`src/rtl/muldiv_pkg.sv`:
```
// muldiv_pkg: shared encodings for the HI/LO multiply/divide sequencer.
// Holds the execute-stage op codes, the sequencer FSM states and the
// alu_control codes presented to ALU_32 for each multi-cycle operation.
package muldiv_pkg;

    typedef enum logic [2:0] {
        MD_NONE  = 3'd0,
        MD_MULT  = 3'd1,
        MD_MULTU = 3'd2,
        MD_DIV   = 3'd3,
        MD_DIVU  = 3'd4,
        MD_MFHI  = 3'd5,
        MD_MFLO  = 3'd6,
        MD_RSVD  = 3'd7
    } md_op_e;

    typedef enum logic [1:0] {
        S_IDLE  = 2'd0,
        S_START = 2'd1,
        S_WAIT  = 2'd2,
        S_DONE  = 2'd3
    } md_state_e;

    localparam logic [3:0] ALU_CTL_MULT  = 4'b1000;
    localparam logic [3:0] ALU_CTL_MULTU = 4'b1001;
    localparam logic [3:0] ALU_CTL_DIV   = 4'b1010;
    localparam logic [3:0] ALU_CTL_DIVU  = 4'b1011;

    // True for the four op codes that occupy the ALU for many cycles.
    function automatic logic is_muldiv(input logic [2:0] op);
        return (op == MD_MULT) || (op == MD_MULTU) || (op == MD_DIV) || (op == MD_DIVU);
    endfunction

    // ALU control code for a mul/div op; non-mul/div ops map to 0.
    function automatic logic [3:0] alu_ctl_for(input logic [2:0] op);
        case (op)
            MD_MULT:  return ALU_CTL_MULT;
            MD_MULTU: return ALU_CTL_MULTU;
            MD_DIV:   return ALU_CTL_DIV;
            MD_DIVU:  return ALU_CTL_DIVU;
            default:  return 4'b0000;
        endcase
    endfunction

endpackage

```
`src/rtl/muldiv_cycle_counter.sv`:
```
// muldiv_cycle_counter: loadable down-counter with a terminal-count flag.
// One instance is shared by the START and WAIT phases of the sequencer;
// tc is high whenever the count has reached zero.
module muldiv_cycle_counter #(
    parameter int WIDTH = 6
) (
    input  logic             clock,
    input  logic             reset_n,
    input  logic             load,
    input  logic [WIDTH-1:0] load_value,
    output logic             tc
);

    logic [WIDTH-1:0] count;

    // Load takes priority; otherwise count down and park at zero.
    always_ff @(posedge clock or negedge reset_n) begin
        if (!reset_n) begin
            count <= '0;
        end else if (load) begin
            count <= load_value;
        end else if (count != '0) begin
            count <= count - WIDTH'(1);
        end
    end

    assign tc = (count == '0);

endmodule

```
`src/rtl/alu_muldiv_sequencer.sv`:
```
// alu_muldiv_sequencer: drives multi-cycle MULT/MULTU/DIV/DIVU on ALU_32,
// captures the result into HI/LO and serves MFHI/MFLO reads.
// Optional feature macro: MULDIV_DIVZERO_CHECK_EN -- when defined, DIV/DIVU
// with a zero divisor is caught up front, never reaches the ALU and only
// pulses div_zero; otherwise div_zero is tied low.
module alu_muldiv_sequencer
    import muldiv_pkg::*;
#(
    parameter int START_HOLD = 2,
    parameter int LATENCY    = 34
) (
    input  logic        clock,
    input  logic        reset_n,
    input  logic        op_valid,
    input  logic [2:0]  op,
    input  logic [31:0] rs_val,
    input  logic [31:0] rt_val,
    output logic        op_ready,
    output logic        busy,
    output logic        done,
    output logic        rd_valid,
    output logic [31:0] rd_data,
    output logic [31:0] hi,
    output logic [31:0] lo,
    output logic [31:0] alu_a,
    output logic [31:0] alu_b,
    output logic [3:0]  alu_control,
    output logic        alu_start,
    input  logic [31:0] alu_result,
    input  logic [31:0] alu_buffer,
    output logic        div_zero
);

    localparam int MAX_LOAD = (LATENCY > START_HOLD) ? LATENCY : START_HOLD;
    localparam int CNT_W    = $clog2(MAX_LOAD + 1);

    md_state_e        state;
    md_state_e        state_next;
    logic             accept;
    logic             start_md;
    logic             dz_hit;
    logic             cnt_load;
    logic [CNT_W-1:0] cnt_value;
    logic             cnt_tc;

    assign accept   = op_valid && (state == S_IDLE);
    assign start_md = accept && is_muldiv(op) && !dz_hit;

`ifdef MULDIV_DIVZERO_CHECK_EN
    assign dz_hit = accept && ((op == MD_DIV) || (op == MD_DIVU)) && (rt_val == '0);

    // A zero divisor is reported for one cycle instead of running the ALU.
    always_ff @(posedge clock or negedge reset_n) begin
        if (!reset_n) begin
            div_zero <= 1'b0;
        end else begin
            div_zero <= dz_hit;
        end
    end
`else
    assign dz_hit   = 1'b0;
    assign div_zero = 1'b0;
`endif

    muldiv_cycle_counter #(
        .WIDTH(CNT_W)
    ) u_counter (
        .clock      (clock),
        .reset_n    (reset_n),
        .load       (cnt_load),
        .load_value (cnt_value),
        .tc         (cnt_tc)
    );

    // Next-state logic; the counter is reloaded on every phase entry.
    always_comb begin
        state_next = state;
        cnt_load   = 1'b0;
        cnt_value  = '0;
        case (state)
            S_IDLE: begin
                if (start_md) begin
                    state_next = S_START;
                    cnt_load   = 1'b1;
                    cnt_value  = CNT_W'(START_HOLD - 1);
                end
            end
            S_START: begin
                if (cnt_tc) begin
                    state_next = S_WAIT;
                    cnt_load   = 1'b1;
                    cnt_value  = CNT_W'(LATENCY);
                end
            end
            S_WAIT: begin
                if (cnt_tc) begin
                    state_next = S_DONE;
                end
            end
            S_DONE: begin
                state_next = S_IDLE;
            end
            default: begin
                state_next = S_IDLE;
            end
        endcase
    end

    // State register.
    always_ff @(posedge clock or negedge reset_n) begin
        if (!reset_n) begin
            state <= S_IDLE;
        end else begin
            state <= state_next;
        end
    end

    // Operands and ALU op code are latched on acceptance and held until the next op.
    always_ff @(posedge clock or negedge reset_n) begin
        if (!reset_n) begin
            alu_a       <= '0;
            alu_b       <= '0;
            alu_control <= '0;
        end else if (start_md) begin
            alu_a       <= rs_val;
            alu_b       <= rt_val;
            alu_control <= alu_ctl_for(op);
        end
    end

    // HI/LO take the ALU outputs on the edge that leaves WAIT, the same edge done rises.
    always_ff @(posedge clock or negedge reset_n) begin
        if (!reset_n) begin
            hi <= '0;
            lo <= '0;
        end else if ((state == S_WAIT) && cnt_tc) begin
            hi <= alu_buffer;
            lo <= alu_result;
        end
    end

    // MFHI/MFLO register the selected value and flag it for one cycle.
    always_ff @(posedge clock or negedge reset_n) begin
        if (!reset_n) begin
            rd_valid <= 1'b0;
            rd_data  <= '0;
        end else begin
            rd_valid <= 1'b0;
            if (accept && (op == MD_MFHI)) begin
                rd_valid <= 1'b1;
                rd_data  <= hi;
            end else if (accept && (op == MD_MFLO)) begin
                rd_valid <= 1'b1;
                rd_data  <= lo;
            end
        end
    end

    assign op_ready  = (state == S_IDLE);
    assign busy      = !op_ready;
    assign alu_start = (state == S_START);
    assign done      = (state == S_DONE);

endmodule

```
`config.mk`:
```
export PLATFORM = sky130hd
export DESIGN_NAME = alu_muldiv_sequencer
export DESIGN_NICKNAME = d
export VERILOG_FILES = /design/src/rtl/muldiv_pkg.sv /design/src/rtl/muldiv_cycle_counter.sv /design/src/rtl/alu_muldiv_sequencer.sv
export SDC_FILE = /design/constraint.sdc
export NUM_CORES = 1
export LEC_CHECK = 0
export ABC_AREA = 0
export BUFFER_PORTS_ARGS = -buffer_cell sky130_fd_sc_hd__clkbuf_2
export CORE_ASPECT_RATIO = 1.25
export CORE_MARGIN = 2
export CORE_UTILIZATION = 45
export CTS_CLUSTER_SIZE = 40
export DETAILED_ROUTE_END_ITERATION = 10
export GPL_TIMING_DRIVEN = 0
export PLACE_DENSITY = 0.76
export SLEW_MARGIN = 20
export SYNTH_ARGS = -nofsm -noshare
export SYNTH_HDL_FRONTEND = slang
export SYNTH_SLANG_ARGS = --single-unit
```
`constraint.sdc`:
```
create_clock -name clock -period 2.5 [get_ports clock]
set_clock_uncertainty 0.15 [all_clocks]
set_input_delay 0.5 -clock clock [delete_from_list [all_inputs] [get_ports clock]]
set_output_delay 0.5 -clock clock [all_outputs]
set_load 0.1 [all_outputs]
```
After elaboration in Yosys (flattened, before gate mapping)

Index checks and enable logic that the tools add are counted.

Register bits: 173
Input port bits: 134
Output and inout port bits: 170
Logic and storage cells: 54

Add/subtract/negate cells: 1
Equal/unequal tests: 12
Multiplexer cells: 17
Reduce and logical (&&, ||, !) cells: 15

Operators with widths:

| operator                                          | number |
|---|---|
| two-way mux 32 bit                                | 2 |
| two-way mux 6 bit                                 | 3 |
| one-hot mux 4 bit (4 select lines)                | 1 |
| one-hot mux 6 bit (2 select lines)                | 1 |
| == test 3 bit (second input constant)             | 3 |
| one-hot mux 2 bit (4 select lines)                | 1 |
| == test 3 x 2 -> 1 bit (second input constant)    | 2 |
| logical NOT 6 bit                                 | 1 |
| two-way mux 2 bit                                 | 3 |
| nonzero test 6 bit                                | 1 |
| subtractor 6 x 1 -> 6 bit (second input constant) | 1 |
| logical AND 1 bit                                 | 5 |
| two-way mux 1 bit                                 | 5 |
| == test 2 bit (second input constant)             | 2 |
| != test 2 x 1 -> 1 bit (second input constant)    | 2 |
| nonzero test 2 bit                                | 2 |
| == test 3 x 1 -> 1 bit (second input constant)    | 1 |
| logical OR 1 bit                                  | 3 |
| AND reduction 3 bit                               | 1 |
| == test 2 x 1 -> 1 bit (second input constant)    | 1 |
| logical NOT 2 bit                                 | 1 |
| != test 2 bit (second input constant)             | 1 |
| one-hot mux 1 bit (2 select lines)                | 1 |
| logical NOT 1 bit                                 | 1 |

Longest topological paths before layout

Word-level depth: 8
Mapped depth: 8
Gate-level depth less buffers: 6

Cells and area by module

From an unflattened synthesis, not the netlist that was laid out.

Cell total of the unflattened synthesis: 509
Area, all modules: 7,148.1 µm²

By module, submodules not included:

| module               | times used | cells each | area each (µm²) |
|---|---|---|---|
| alu_muldiv_sequencer | 1          | 469        | 6,747.7 |
| muldiv_cycle_counter | 1          | 40         | 400.4 |

Least setup slack after synthesis

Ideal clock, no wire load.

Path type: register -> register
Start point: reg state[0]
End point: reg state[1]
Data arrival time: 2.910 ns
Setup slack: -0.685 ns
Stages on the path, launching flop included: 7
Buffers on the path: 0
Period minus slack after synthesis: 3.185 ns
Path through: dfrtp_1 -> inv_1 -> ha_1 -> inv_1 -> a31oi_1 -> o21ba_2 -> mux2_2

Longest elaborated chain between the ends: 5
Elaborated cells on any way between the ends: 11

RTL lines:

| item                                    | line                        | text |
|---|---|---|
| start: declaration                      | alu_muldiv_sequencer.sv:37  | `md_state_e state;` |
| start signal: assignment                | alu_muldiv_sequencer.sv:114 | `state <= state_next;` |
| logical NOT 2 bit *                     | -                           |  |
| named net op_ready                      | alu_muldiv_sequencer.sv:18  | `output logic op_ready,` |
| logical AND 1 bit                       | alu_muldiv_sequencer.sv:46  | `assign accept = op_valid && (state == S_IDLE);` |
| logical AND 1 bit                       | alu_muldiv_sequencer.sv:47  | `assign start_md = accept && is_muldiv(op) && !dz_hit;` |
| != test 2 x 1 -> 1 bit (no source line) | -                           |  |
| AND reduction 3 bit (no source line)    | -                           |  |

Mark *: on every way through the listed nets, which the timed path passes. The rest lies on a longest branch.
A chain may end at the register's enable or synchronous reset.

Worst setup path in the final report

Start point: reg state[1]
End point: out alu_start

Longest elaborated chain between the ends: 1

RTL lines:

| item                   | line                        | text |
|---|---|---|
| == test 2 x 1 -> 1 bit | alu_muldiv_sequencer.sv:161 | `assign alu_start = (state == S_START);` |
| end: declaration       | alu_muldiv_sequencer.sv:28  | `output logic alu_start,` |

No other way between the ends.

==> impl_metrics.toml <==
[critical_path]
worstPathMaxFanout = 5
reg2reg_to = "rd_data[11]"
critPathLaunch = "state[1]"
critPathArrivalTime_ns = 1.73
path_class = "flop to primary output"
crit_required_ns = 1.85
cp_slowest_cell = "clkbuf_2"
worstPathCellList = "inv_1 -> ha_1 -> clkbuf_2"
max_stage_delay_ns = 0.50
worstSetupStartpointType = "flop"
r2r_setup_slack_ns = 0.25
cp-end-kind = "primary output"
worstReg2RegStart = "state[0]"
reg2regPathDepth = 8

[finish]
design_area_um2 = 9760
drive_above_1_share = 0.446
postLayoutCoreUtil = 0.622
fin_nets = 1085
layout-area-overhead-vs-synth_pct = 34.3
final_cell_mix = "300 x clkbuf_2, 196 x nand2_1, 172 x dfrtp_1"
n_fill_cell = 1291
antenna_cells = 0
final_common_cell = "clkbuf_2"

[grt]
overflow = 0
grt_pass1_vias = 5832
antenna_found_initial = 0
gr-usage-all-layers = 0.217
grt_max_degree = 78
grt_pass1_wl_um = 29600

[synthesis]
ys_seq_area_frac = 0.592
syn_area_um2 = 7270
yosysUniqueCellTypes = 37
ys_warn_count = 0
ys.flop_type = "dfrtp_1"
synth-edff-count = 0
netlist_instances = 620
ys_ff_latch = 172
async_flop_share = 1.00
synth.avg_cell_area_um2 = 11.7

[drt]
drc = 0
routedWlPerCell_um = 15.6
first_pass_iters = 4
ant_nets = 0
avgViaCountPerCell = 4.77
via_count = 5567
drt-initial-drc-count = 241
totalWireLength_um = 18200

[sta]
worstMarginPinSlew_ns = 0.577
rsz0062_at_grt = "no"
fin_ws_ns = 0.124
setup_viol = 0
fmax_mhz = 421
fin_crit_sh = 0.950
report.final.hold_viol_count = 0
slew_viol_final = 0
max-slew-margin-rel = 0.617
fin_crit_ns = 2.38

[floorplan]
die_y_um = 146
placeableCoreArea_um2 = 15700
initial_utilization = 0.463
row_count = 51
die_w_um = 118
die_area_um2 = 17200
pin_count = 304

[clock_network]
h-tree-depth = 4
clockBufferDepth = 2
root_buffer = "clkbuf_16"
cts_buffers = 17
post_cts_buffers = 0
clock-sinks = 172
cts_tree = "done"
insertion_delay_ns = 0.42
path_clk_slew_ns = 0.07

[placement]
pre_cts_slack_ns = 0.206
placed_area_um2 = 9130
port_buffers = 301
place_congestion = 0.838
hpwl_um = 13500

[worst_hold_path]
hp-start = "rt_val[14]"
worstHoldPathType = "primary input to flop"
whs_path_depth = 3
min_to = "alu_b[14]"

[run_status]
outcome = "completed"

[job]
drv_cap = 0
==> cells in the mapped netlist, types with 2 or more instances <==
cell	instances	area share
a31oi_1	3	0.0026
mux2_4	60	0.12
nor2_1	40	0.021
buf_1	4	0.0021
buf_2	8	0.0055
mux2_2	6	0.0093
dfrtp_1	172	0.59
mux2i_1	32	0.044
nand2_1	196	0.10
ha_1	7	0.012
buf_12	6	0.017
inv_1	5	0.0026
xor2_1	2	0.0024
clkbuf_1	11	0.0057
xnor2_1	2	0.0024
nor3_1	3	0.0021
a21oi_1	35	0.024
o21ai_0	5	0.0034
buf_4	5	0.0052
==> area by class of cell <==
type	instances	area [um^2]	share of cell area
flip-flops and latches	172	4300	0.441
multi-input cells	410	2710	0.277
repair buffers	304	1580	0.162
clock buffers	19	443	0.0454
well taps	212	265	0.0272
plain buffers	34	254	0.0260
clock inverters	12	184	0.0188
inverters	5	22.5	0.00231
==> routing by layer <==
| metal | up-vias | GRT usage | part of all wire | wire length, um |
|---|---|---|---|---|
| li1 | 2669 | - | - | - |
| met1 | 2630 | 0.259 | 0.40 | 7320 |
| met2 | 228 | 0.373 | 0.51 | 9210 |
| met3 | 40 | 0.0594 | 0.061 | 1100 |
| met5 | - | 0 | 0 | 0 |
| met4 | 0 | 0.0807 | 0.030 | 547 |
==> registers in the layout, summed over array words and instances (netlist names) <==
signal and count:
rd_valid 1, state 2, hi 32, lo 32, alu_control 3, alu_b 32
rd_data 32, alu_a 32, u_counter.count 6
==> critical path: cells and delay by family, from the launching register on <==
kind | cells | cell delay, ns
adder cells (fa/ha/maj) | 1 | 0.26
buffers and inverters | 2 | 0.64
flip-flops | 1 | 0.41
==> metrics by stage <==
| step | std cells | TNS (ns) | hold slack, ns |
|---|---|---|---|
| finish | 1168 | 0 | 0.110 |
| detailed placement | 1136 | 0 | 0.245 |
| global route | 1168 | 0 | 0.0999 |
| CTS | 1168 | 0 | 0.0905 |
| global placement | 1134 | -397.86 | 0.300 |
| floorplan | 621 | 0 | 0.0544 |
==> timing repair <==
action                                 in CTS  in global routing
endpoints found under the hold margin      25                  0
gates resized for setup                     0                  0
hold buffers                                1                  0
==> worst max-delay path by stage <==
stage	to	slack, ns	cells after the start
4_1_cts	alu_start	0.10	3
6_report	alu_start	0.12	3
5_1_grt	alu_start	0.004	3
3_5_place_dp	rd_data[11]	0.21	8
2_1_floorplan	state[1]	0.02	6
3_3_place_gp	lo[26]	-2.33	1
==> cells by family (layout without fill, tap and decap cells) <==
group / after synthesis / in the layout / synth area share
mux: 98 / 98 / 0.177
xor+xnor: 4 / 4 / 0.00482
fa+ha+maj: 7 / 7 / 0.0120
buf+inv: 39 / 374 / 0.0375
simple gates: 252 / 252 / 0.141
other cells: 1 / 2 / 0.000516
compound gates: 47 / 47 / 0.0348
flops: 172 / 172 / 0.592
Power is not shown: default switching activity piles up to over one toggle a cycle in this logic, so the estimate is an artifact.
